**config.mk**
```make
export PLATFORM = sky130hd
export DESIGN_NAME = br_svc_scheduler
export DESIGN_NICKNAME = d
export VERILOG_FILES = /design/src/rtl/br_svc_scheduler_pkg.sv /design/src/rtl/br_svc_scheduler_fifo.sv /design/src/rtl/br_svc_scheduler.sv
export SDC_FILE = /design/constraint.sdc
export NUM_CORES = 1
export LEC_CHECK = 0
export CAP_MARGIN = 5
export CORE_MARGIN = 5
export CORE_UTILIZATION = 30
export CTS_BUF_LIST = sky130_fd_sc_hd__clkbuf_8
export DETAILED_ROUTE_END_ITERATION = 6
export PLACE_DENSITY_LB_ADDON = 0.08
export SYNTH_ARGS = -nofsm -noshare
export SYNTH_HDL_FRONTEND = slang
export SYNTH_SLANG_ARGS = --single-unit
```
**constraint.sdc**
```tcl
create_clock -name clk_i -period 4.6 [get_ports clk_i]
set_clock_uncertainty 0.1 [all_clocks]
set_input_delay 0.92 -clock clk_i [delete_from_list [all_inputs] [get_ports clk_i]]
set_output_delay 0.92 -clock clk_i [all_outputs]
set_load 0.01 [all_outputs]
```
**src/rtl/br_svc_scheduler_pkg.sv**
```systemverilog
// Shared types for the BrLite service injection scheduler.
// Pure type/constant package: no latency, no flow control.
package br_svc_scheduler_pkg;

    localparam int BR_TS_W      = 32;
    localparam int BR_ID_W      = 16;
    localparam int BR_PAYLOAD_W = 32;

    typedef enum logic {
        BR_SVC_TGT = 1'b0,
        BR_SVC_ALL = 1'b1
    } br_svc_t;

    typedef struct packed {
        logic [BR_TS_W-1:0]      ts;
        logic [BR_ID_W-1:0]      tgt;
        logic [BR_PAYLOAD_W-1:0] payload;
        br_svc_t                 svc;
    } br_sched_rec_t;

    typedef enum logic [1:0] {
        IDLE = 2'd0,
        WAIT = 2'd1,
        REQ  = 2'd2
    } br_sched_state_t;

endpackage

```
**src/rtl/br_svc_scheduler_fifo.sv**
```systemverilog
// Synchronous FIFO of scheduler records with count; head visible combinationally.
// Latency: push visible at head next cycle; backpressure: full_o refuses push, even on a same-edge pop.
module br_sched_fifo
    import br_svc_scheduler_pkg::*;
#(
    parameter type T     = br_sched_rec_t,
    parameter int  DEPTH = 4
) (
    input  logic                   clk_i,
    input  logic                   rst_i,
    input  logic                   push_i,
    input  T                       push_dat_i,
    input  logic                   pop_i,
    output T                       head_o,
    output logic                   full_o,
    output logic                   empty_o,
    output logic [$clog2(DEPTH):0] count_o
);

    localparam int AW = $clog2(DEPTH);

    T               mem_q [DEPTH];
    logic [AW-1:0]  wr_ptr_q, wr_ptr_d;
    logic [AW-1:0]  rd_ptr_q, rd_ptr_d;
    logic [AW:0]    count_q, count_d;
    logic           push_ok, pop_ok;

    assign full_o  = (count_q == (AW+1)'(DEPTH));
    assign empty_o = (count_q == '0);
    assign count_o = count_q;
    assign head_o  = mem_q[rd_ptr_q];

    assign push_ok = push_i && !full_o;
    assign pop_ok  = pop_i && !empty_o;

    always_comb begin
        wr_ptr_d = wr_ptr_q;
        rd_ptr_d = rd_ptr_q;
        count_d  = count_q;
        if (push_ok) wr_ptr_d = wr_ptr_q + 1'b1;
        if (pop_ok)  rd_ptr_d = rd_ptr_q + 1'b1;
        case ({push_ok, pop_ok})
            2'b10:   count_d = count_q + 1'b1;
            2'b01:   count_d = count_q - 1'b1;
            default: count_d = count_q;
        endcase
    end

    always_ff @(posedge clk_i) begin
        if (rst_i) begin
            wr_ptr_q <= '0;
            rd_ptr_q <= '0;
            count_q  <= '0;
        end else begin
            wr_ptr_q <= wr_ptr_d;
            rd_ptr_q <= rd_ptr_d;
            count_q  <= count_d;
        end
    end

    // Storage is not reset; stale entries are never observable past empty.
    always_ff @(posedge clk_i) begin
        if (push_ok) mem_q[wr_ptr_q] <= push_dat_i;
    end

endmodule

```
**src/rtl/br_svc_scheduler.sv**
```systemverilog
// Releases queued timestamped service records to the BrLite router local port in FIFO order.
// Latency: due head requests 1 cycle after it becomes due; backpressure: push_ready_o=!full, br_req_o held until br_ack_i.
module br_svc_scheduler
    import br_svc_scheduler_pkg::*;
#(
    parameter int DEPTH     = 4,
    parameter int TS_W      = 32,
    parameter int ID_W      = 16,
    parameter int PAYLOAD_W = 32
) (
    input  logic                   clk_i,
    input  logic                   rst_i,
    input  logic [ID_W-1:0]        src_id_i,
    input  logic                   push_valid_i,
    output logic                   push_ready_o,
    input  logic [TS_W-1:0]        push_ts_i,
    input  logic [ID_W-1:0]        push_tgt_i,
    input  logic [PAYLOAD_W-1:0]   push_payload_i,
    input  br_svc_t                push_svc_i,
    output logic                   br_req_o,
    input  logic                   br_ack_i,
    output logic [ID_W-1:0]        br_src_o,
    output logic [ID_W-1:0]        br_tgt_o,
    output logic [PAYLOAD_W-1:0]   br_payload_o,
    output br_svc_t                br_svc_o,
    input  logic                   all_done_i,
    output logic [TS_W-1:0]        now_o,
    output logic [$clog2(DEPTH):0] pending_o,
    output logic [15:0]            late_cnt_o
);

    localparam int CW = $clog2(DEPTH) + 1;

    typedef struct packed {
        logic [TS_W-1:0]      ts;
        logic [ID_W-1:0]      tgt;
        logic [PAYLOAD_W-1:0] payload;
        br_svc_t              svc;
    } rec_t;

    br_sched_state_t state_q, state_d;
    logic [TS_W-1:0] now_q, now_d;
    logic [15:0]     late_q, late_d;
    logic            all_pend_q, all_pend_d;

    rec_t            push_rec, head;
    logic            fifo_full, fifo_empty;
    logic [CW-1:0]   fifo_count;
    logic            push_acc, pop_en, head_due, head_blocked;
    logic [TS_W-1:0] age;

    assign push_rec = '{ts: push_ts_i, tgt: push_tgt_i, payload: push_payload_i, svc: push_svc_i};
    assign push_acc = push_valid_i && !fifo_full;
    assign pop_en   = (state_q == REQ) && br_ack_i && !fifo_empty;

    br_sched_fifo #(
        .T     (rec_t),
        .DEPTH (DEPTH)
    ) u_fifo (
        .clk_i      (clk_i),
        .rst_i      (rst_i),
        .push_i     (push_valid_i),
        .push_dat_i (push_rec),
        .pop_i      (pop_en),
        .head_o     (head),
        .full_o     (fifo_full),
        .empty_o    (fifo_empty),
        .count_o    (fifo_count)
    );

    // Wrap-safe comparison: due when now is at most half the counter range past ts.
    assign age      = now_q - head.ts;
    assign head_due = !age[TS_W-1];
    // A completion pulse this cycle already unblocks, so release is not delayed a cycle.
    assign head_blocked = (head.svc == BR_SVC_ALL) && all_pend_q && !all_done_i;

    always_ff @(posedge clk_i) begin
        if (rst_i) state_q <= IDLE;
        else       state_q <= state_d;
    end

    always_comb begin
        state_d = state_q;
        case (state_q)
            IDLE: if (push_acc) state_d = WAIT;
            WAIT: if (head_due && !head_blocked) state_d = REQ;
            REQ: begin
                if (br_ack_i) begin
                    if (fifo_count == CW'(1) && !push_acc) state_d = IDLE;
                    else                                   state_d = WAIT;
                end
            end
            default: state_d = IDLE;
        endcase
    end

    always_comb begin
        br_req_o     = (state_q == REQ);
        br_src_o     = '0;
        br_tgt_o     = '0;
        br_payload_o = '0;
        br_svc_o     = BR_SVC_TGT;
        if (state_q == REQ) begin
            br_src_o     = src_id_i;
            br_tgt_o     = head.tgt;
            br_payload_o = head.payload;
            br_svc_o     = head.svc;
        end
    end

    always_comb begin
        now_d      = now_q + 1'b1;
        late_d     = late_q;
        all_pend_d = all_pend_q;
        if (state_q == WAIT && state_d == REQ && now_q != head.ts && late_q != 16'hFFFF)
            late_d = late_q + 1'b1;
        if (pop_en && head.svc == BR_SVC_ALL) all_pend_d = 1'b1;
        else if (all_done_i)                  all_pend_d = 1'b0;
    end

    always_ff @(posedge clk_i) begin
        if (rst_i) begin
            now_q      <= '0;
            late_q     <= '0;
            all_pend_q <= 1'b0;
        end else begin
            now_q      <= now_d;
            late_q     <= late_d;
            all_pend_q <= all_pend_d;
        end
    end

    assign push_ready_o = !fifo_full;
    assign now_o        = now_q;
    assign pending_o    = fifo_count;
    assign late_cnt_o   = late_q;

endmodule

```
# After elaboration in Yosys (flattened, before gate mapping)
# Memory sizes are Yosys's and may differ from the RTL's. A register that Yosys moved wholly into a read port is not among the register bits.
# Index checks and enable logic that the tools add are counted.
# op_classes
n_addsub,7
n_eq_ne,9
n_mux,16
reduce_logical,22
# ops
op,n
adder 32 x 1 -> 32 bit (second input constant),1
two-way mux 16 bit,2
two-way mux 32 bit,1
!= test 32 bit,1
subtractor 32 bit,1
adder 16 x 1 -> 16 bit (second input constant),1
!= test 16 bit (second input constant),1
logical AND 1 bit,12
two-way mux 2 bit,5
== test 2 bit (second input constant),3
zero test 1 bit,6
two-way mux 1 bit,6
one-hot mux 2 bit (3 select lines),1
one-hot mux 3 bit (2 select lines),1
adder 2 x 1 -> 2 bit (second input constant),2
== test 2 x 1 -> 1 bit (second input constant),2
nonzero test 2 bit,2
adder 3 x 1 -> 3 bit (second input constant),1
== test 3 x 1 -> 1 bit (second input constant),1
== test 3 bit (second input constant),1
zero test 3 bit,1
subtractor 3 x 1 -> 3 bit (second input constant),1
zero test 2 bit,1
# word_totals
reg_bits,58
ram_bits,324
inputBits,102
output_inout_bits,118
mem_count,1
# mem_list
name,depth,width,rd,rd_ports_with_merged_regs,write_ports,line,rtl
u_fifo.mem_q,4,81,1,1,1,br_svc_scheduler_fifo.sv:22,T mem_q [DEPTH];

# Longest topological paths before layout
# depth
word_depth,12
mapped_depth,15
depth_no_buf,10

# Modules after synthesis
# A second synthesis with hierarchy kept.
# unflattened
cells_unflattened,952
hier_area_um2,15892.7
# modules_own_cells
mod,n_inst,cells_per_inst,area_per_inst_um2
br_sched_fifo,1,477,12244.2
br_svc_scheduler,1,475,3648.5

# Worst setup path after synthesis
# Ideal clock, no wire load.
# synth_timing
path_kind,reg2reg
start,register with a tool-made name
end,"register late_q[12], in the netlist late_cnt_o[12]"
setup_ns,0.121
t_arrival_ns,3.706
required_ns,4.379
slack_ns,0.673
stages_incl_launch_ff,14
path_buffers,4
period_less_slack_ns,3.927
path_cell_list,dfxtp_1 buf_6 buf_2 buf_1 mux4_2 inv_1 ha_1 nand4_1 nor4_1 a21bo_2 a211oi_2 buf_6 nor3_1 mux2_4
# synth_rtl
item,line,rtl
end signal: assignment,br_svc_scheduler.sv:128,late_q <= late_d;
end: declaration,br_svc_scheduler.sv:43,"logic [15:0] late_q, late_d;"

==> flow_metrics.tcl <==
set metrics [dict create \
    holdWs_ns 0.400 \
    synth_top_family_by_area "multiplexers" \
    crit_slowest_cell "dfxtp_4" \
    clkSlewWorstSetupHoldPaths_ns 0.06 \
    wl_um 39000 \
    ir_worst_vdd_mv 0.165 \
    place_area_sq_mm 0.0188 \
    synth_cell_types 46 \
    synth_area_per_cell_sq_um 16.8 \
    cts_setup_buffers 0 \
    yosys_warnings 0 \
    p_per_area_mw_per_mm2 375 \
    io_buffers 219 \
    hold_path_end "late_cnt_o[15]$_SDFFE_PP0P_" \
    rsz0062_at_grt "false" \
    cts_tree "yes" \
    hold_start "late_cnt_o[15]$_SDFFE_PP0P_" \
    grtUsageTotal_pct 13.6 \
    crit_path_start_kind "flop" \
    synth-simple-area-share_pct 8.48 \
    gr-total-overflow 0 \
    dp_hpwl_um 25200 \
    drcViolationCount 0 \
    cts.repair.resized 0 \
    endpoint_kind "output port" \
    insertion_delay_ns 0.62 \
    postRouteAntennaNets 0 \
    grt_pass1_wl_um 58700 \
    outcome "finished clean" \
    cts_max_path_buffers 3 \
    area_growth_pct 28.2 \
    post-route-period-util_pct 90.2 \
    postSynthCellCount 937 \
    p_sw_share_pct 22.5 \
    die_h_um 239 \
    synth.area.mux_share_pct 12.2 \
    drtIter0Drc 339 \
    grt_pass1_vias 9623 \
    critPathKind "flop to output port" \
    p_clk_share_pct 40.3 \
    core_sq_mm 0.0516 \
    whs_path_depth 2 \
    crit_family "buffers and inverters" \
    reg2reg_depth 12 \
    drv_slew 0 \
    design_area_sq_mm 0.0201 \
    drv_cap 0 \
    syn_nets 1081 \
    row_count 83 \
    setup_tns_ns 0 \
    drt_pre_antenna_iters 6 \
    timing.slew.headroom_pct 44.7 \
    via_per_inst 4.60 \
    p_int_mw 5.84 \
    rrSetupSlack_ns 0.66 \
    wl_per_cell_um 20.1 \
    synth-xor-area-share_pct 2.00 \
    final-hold-violation-count 0 \
    cts_made_buffers 70 \
    synth_fa_ha_area_share_pct 3.35 \
    cts_root_buf "clkbuf_8" \
    antenna_found_initial 8 \
    synth_compound_area_share_pct 2.23 \
    cp_common_cell "buf_4" \
    path_cells "buf_4 > buf_4 > mux4_2 > and2_1 > clkdlybuf4s50_1" \
    cp_num_buf_inv 3 \
    cts_htree_levels 3 \
    leakagePower_nw 6.75 \
    finalSetupViolations 0 \
    drive_gt1_share_pct 16.4 \
    synth_seq_area_share_pct 69.6 \
    place_congestion 0.742 \
    initial_utilization_pct 30.4 \
    crit_arrival_ns 3.13 \
    combPwrFrac_pct 6.9 \
    pin_count 220 \
    synth_area_sq_mm 0.0157 \
    timing.fmax_ghz 0.241 \
    fin_crit_ns 4.15 \
    seqPwrFrac_pct 52.8 \
    synth_seq_cells 384 \
    nFillCells 4821 \
    hold_buffers 0 \
    final_nets 1356 \
    die_x_um 239 \
    power_switching_mw 1.70 \
    clkSinkCount 384 \
    r2r_end "late_cnt_o[11]$_SDFFE_PP0P_" \
    grt_max_degree 57 \
    worstMarginPinSlew_ns 0.830 \
    slowest_delay_ns 0.72 \
    vias 8941 \
    cp.required_ns 3.58 \
    crit_fanout 26 \
    dieArea_sq_mm 0.0570 \
    min_path_type "flop to flop" \
]
==> worst reg2reg max path, stage by stage (launching register included) <==
cell and delay [ns]:
dfxtp_4 0.72, buf_12 0.24, mux4_2 0.49, inv_1 0.07
ha_1 0.23, a21oi_1 0.14, o21ai_0 0.12, a221oi_1 0.48
a21bo_2 0.22, a211oi_2 0.07, buf_4 0.22, or4b_2 0.62
a21oi_1 0.16
==> synthesized netlist by cell type (all sizes together) <==
master	number	area share [%]
a21oi	27	0.86
dfxtp	60	7.6
buf	7	0.33
mux2i	2	0.13
mux4	81	12
nor4	6	0.24
nor2b	7	0.28
mux2	5	0.48
o21bai	1	0.048
nor3b	1	0.048
a211oi	3	0.18
or4	7	0.33
o311ai	1	0.056
xnor2	13	0.77
nand2	30	0.72
and3	9	0.36
ha	42	3.3
nor3	8	0.25
or3	4	0.16
o32a	1	0.064
a21bo	1	0.064
a22oi	1	0.048
inv	44	1.1
nor2	59	1.4
and2	69	2.7
a221oi	2	0.11
nand3b	1	0.048
and4	5	0.28
a311oi	1	0.056
a21boi	1	0.048
nand3	18	0.57
o21ai	10	0.32
edfxtp	324	62
nand2b	4	0.16
nand4	19	0.76
clkbuf	31	0.74
o31ai	8	0.38
and3b	1	0.056
xor2	22	1.2
or4b	1	0.064
==> layout make-up <==
class | count | area [sq um] | share of cell area (%)
tap | 680 | 851 | 4.23
timing repair buffer | 241 | 2410 | 12.0
inverter | 44 | 165 | 0.820
sequential | 384 | 10900 | 54.3
clock inverter | 47 | 278 | 1.38
multi-input combinational | 471 | 4460 | 22.2
clock buffer | 74 | 1020 | 5.06
antenna | 1 | 2.50 | 0.0124
==> power by group through the flow <==
| stage | Clock [mW] | Sequential (mW) | Combinational, mW |
|---|---|---|---|
| 5_1_grt | 3.35 | 3.99 | 0.575 |
| 3_3_place_gp | 0 | 4.05 | 0.534 |
| 4_1_cts | 3.19 | 3.98 | 0.538 |
| 2_1_floorplan | 0 | 4.05 | 0.256 |
| 6_report | 3.04 | 3.98 | 0.520 |
| 3_5_place_dp | 0 | 4.05 | 0.535 |
==> how the worst max path moves through the flow <==
stage / startpoint / to / slack, ns / cells after the start
floorplan: flop / late_cnt_o[12]$_SDFFE_PP0P_ / 0.67 / 13
global placement: flop / late_cnt_o[11]$_SDFFE_PP0P_ / 0.69 / 11
detailed placement: flop / late_cnt_o[11]$_SDFFE_PP0P_ / 0.59 / 12
CTS: flop / br_payload_o[5] / 0.24 / 5
global route: flop / br_payload_o[25] / 0.17 / 5
finish: flop / br_payload_o[5] / 0.45 / 5
==> sequential cells by signal, summed over array words and instances (netlist names), named ones only <==
signal           count
now_o               32
u_fifo.rd_ptr_q      2
u_fifo.wr_ptr_q      2
state_q              2
u_fifo.count_o       3
late_cnt_o          16
all_pend_q           1
u_fifo.mem_q       324
==> metal layers <==
layer	up-vias	routed length, um	GRT usage, %
met2	227	18400	21.7
met3	72	2720	4.44
met1	4454	17000	17.5
met5	-	69	0
met4	12	819	4.66
li1	4176	-	-
==> per-stage QoR <==
stage	util [%]	power, mW	instances	worst slack, ns
after floorplan	-	4.30	937	0.673
after global placement	36.5	4.58	1820	0.691
after detailed placement	36.5	4.59	1820	0.587
after CTS	39.0	7.70	1941	0.238
after global routing	39.0	7.91	1941	0.173
final	39.0	7.54	1942	0.451
==> placed cells by master (no fill, tap or decap), types with 8 or more instances in the layout <==
cell / Yosys / final
and2_1: 68 / 68
mux4_2: 81 / 81
o31ai_1: 8 / 8
buf_4: 0 / 17
inv_1: 44 / 62
nand4_1: 19 / 19
clkbuf_8: 0 / 74
nand3_1: 18 / 18
dfxtp_1: 60 / 58
xnor2_1: 12 / 12
xor2_1: 22 / 22
nor3_1: 8 / 8
a21oi_1: 27 / 27
edfxtp_1: 324 / 324
o21ai_0: 8 / 8
clkinv_1: 0 / 15
ha_1: 42 / 42
clkdlybuf4s50_1: 0 / 218
nand2_1: 30 / 30
nor2_1: 59 / 59
==> kinds of logic after synthesis <==
logic type	Yosys count
mux	88
simple gates	249
fa+ha+maj	42
buf+inv	82
xor+xnor	35
flops	384
compound gates	57
Power figures use the tool's default switching activity.
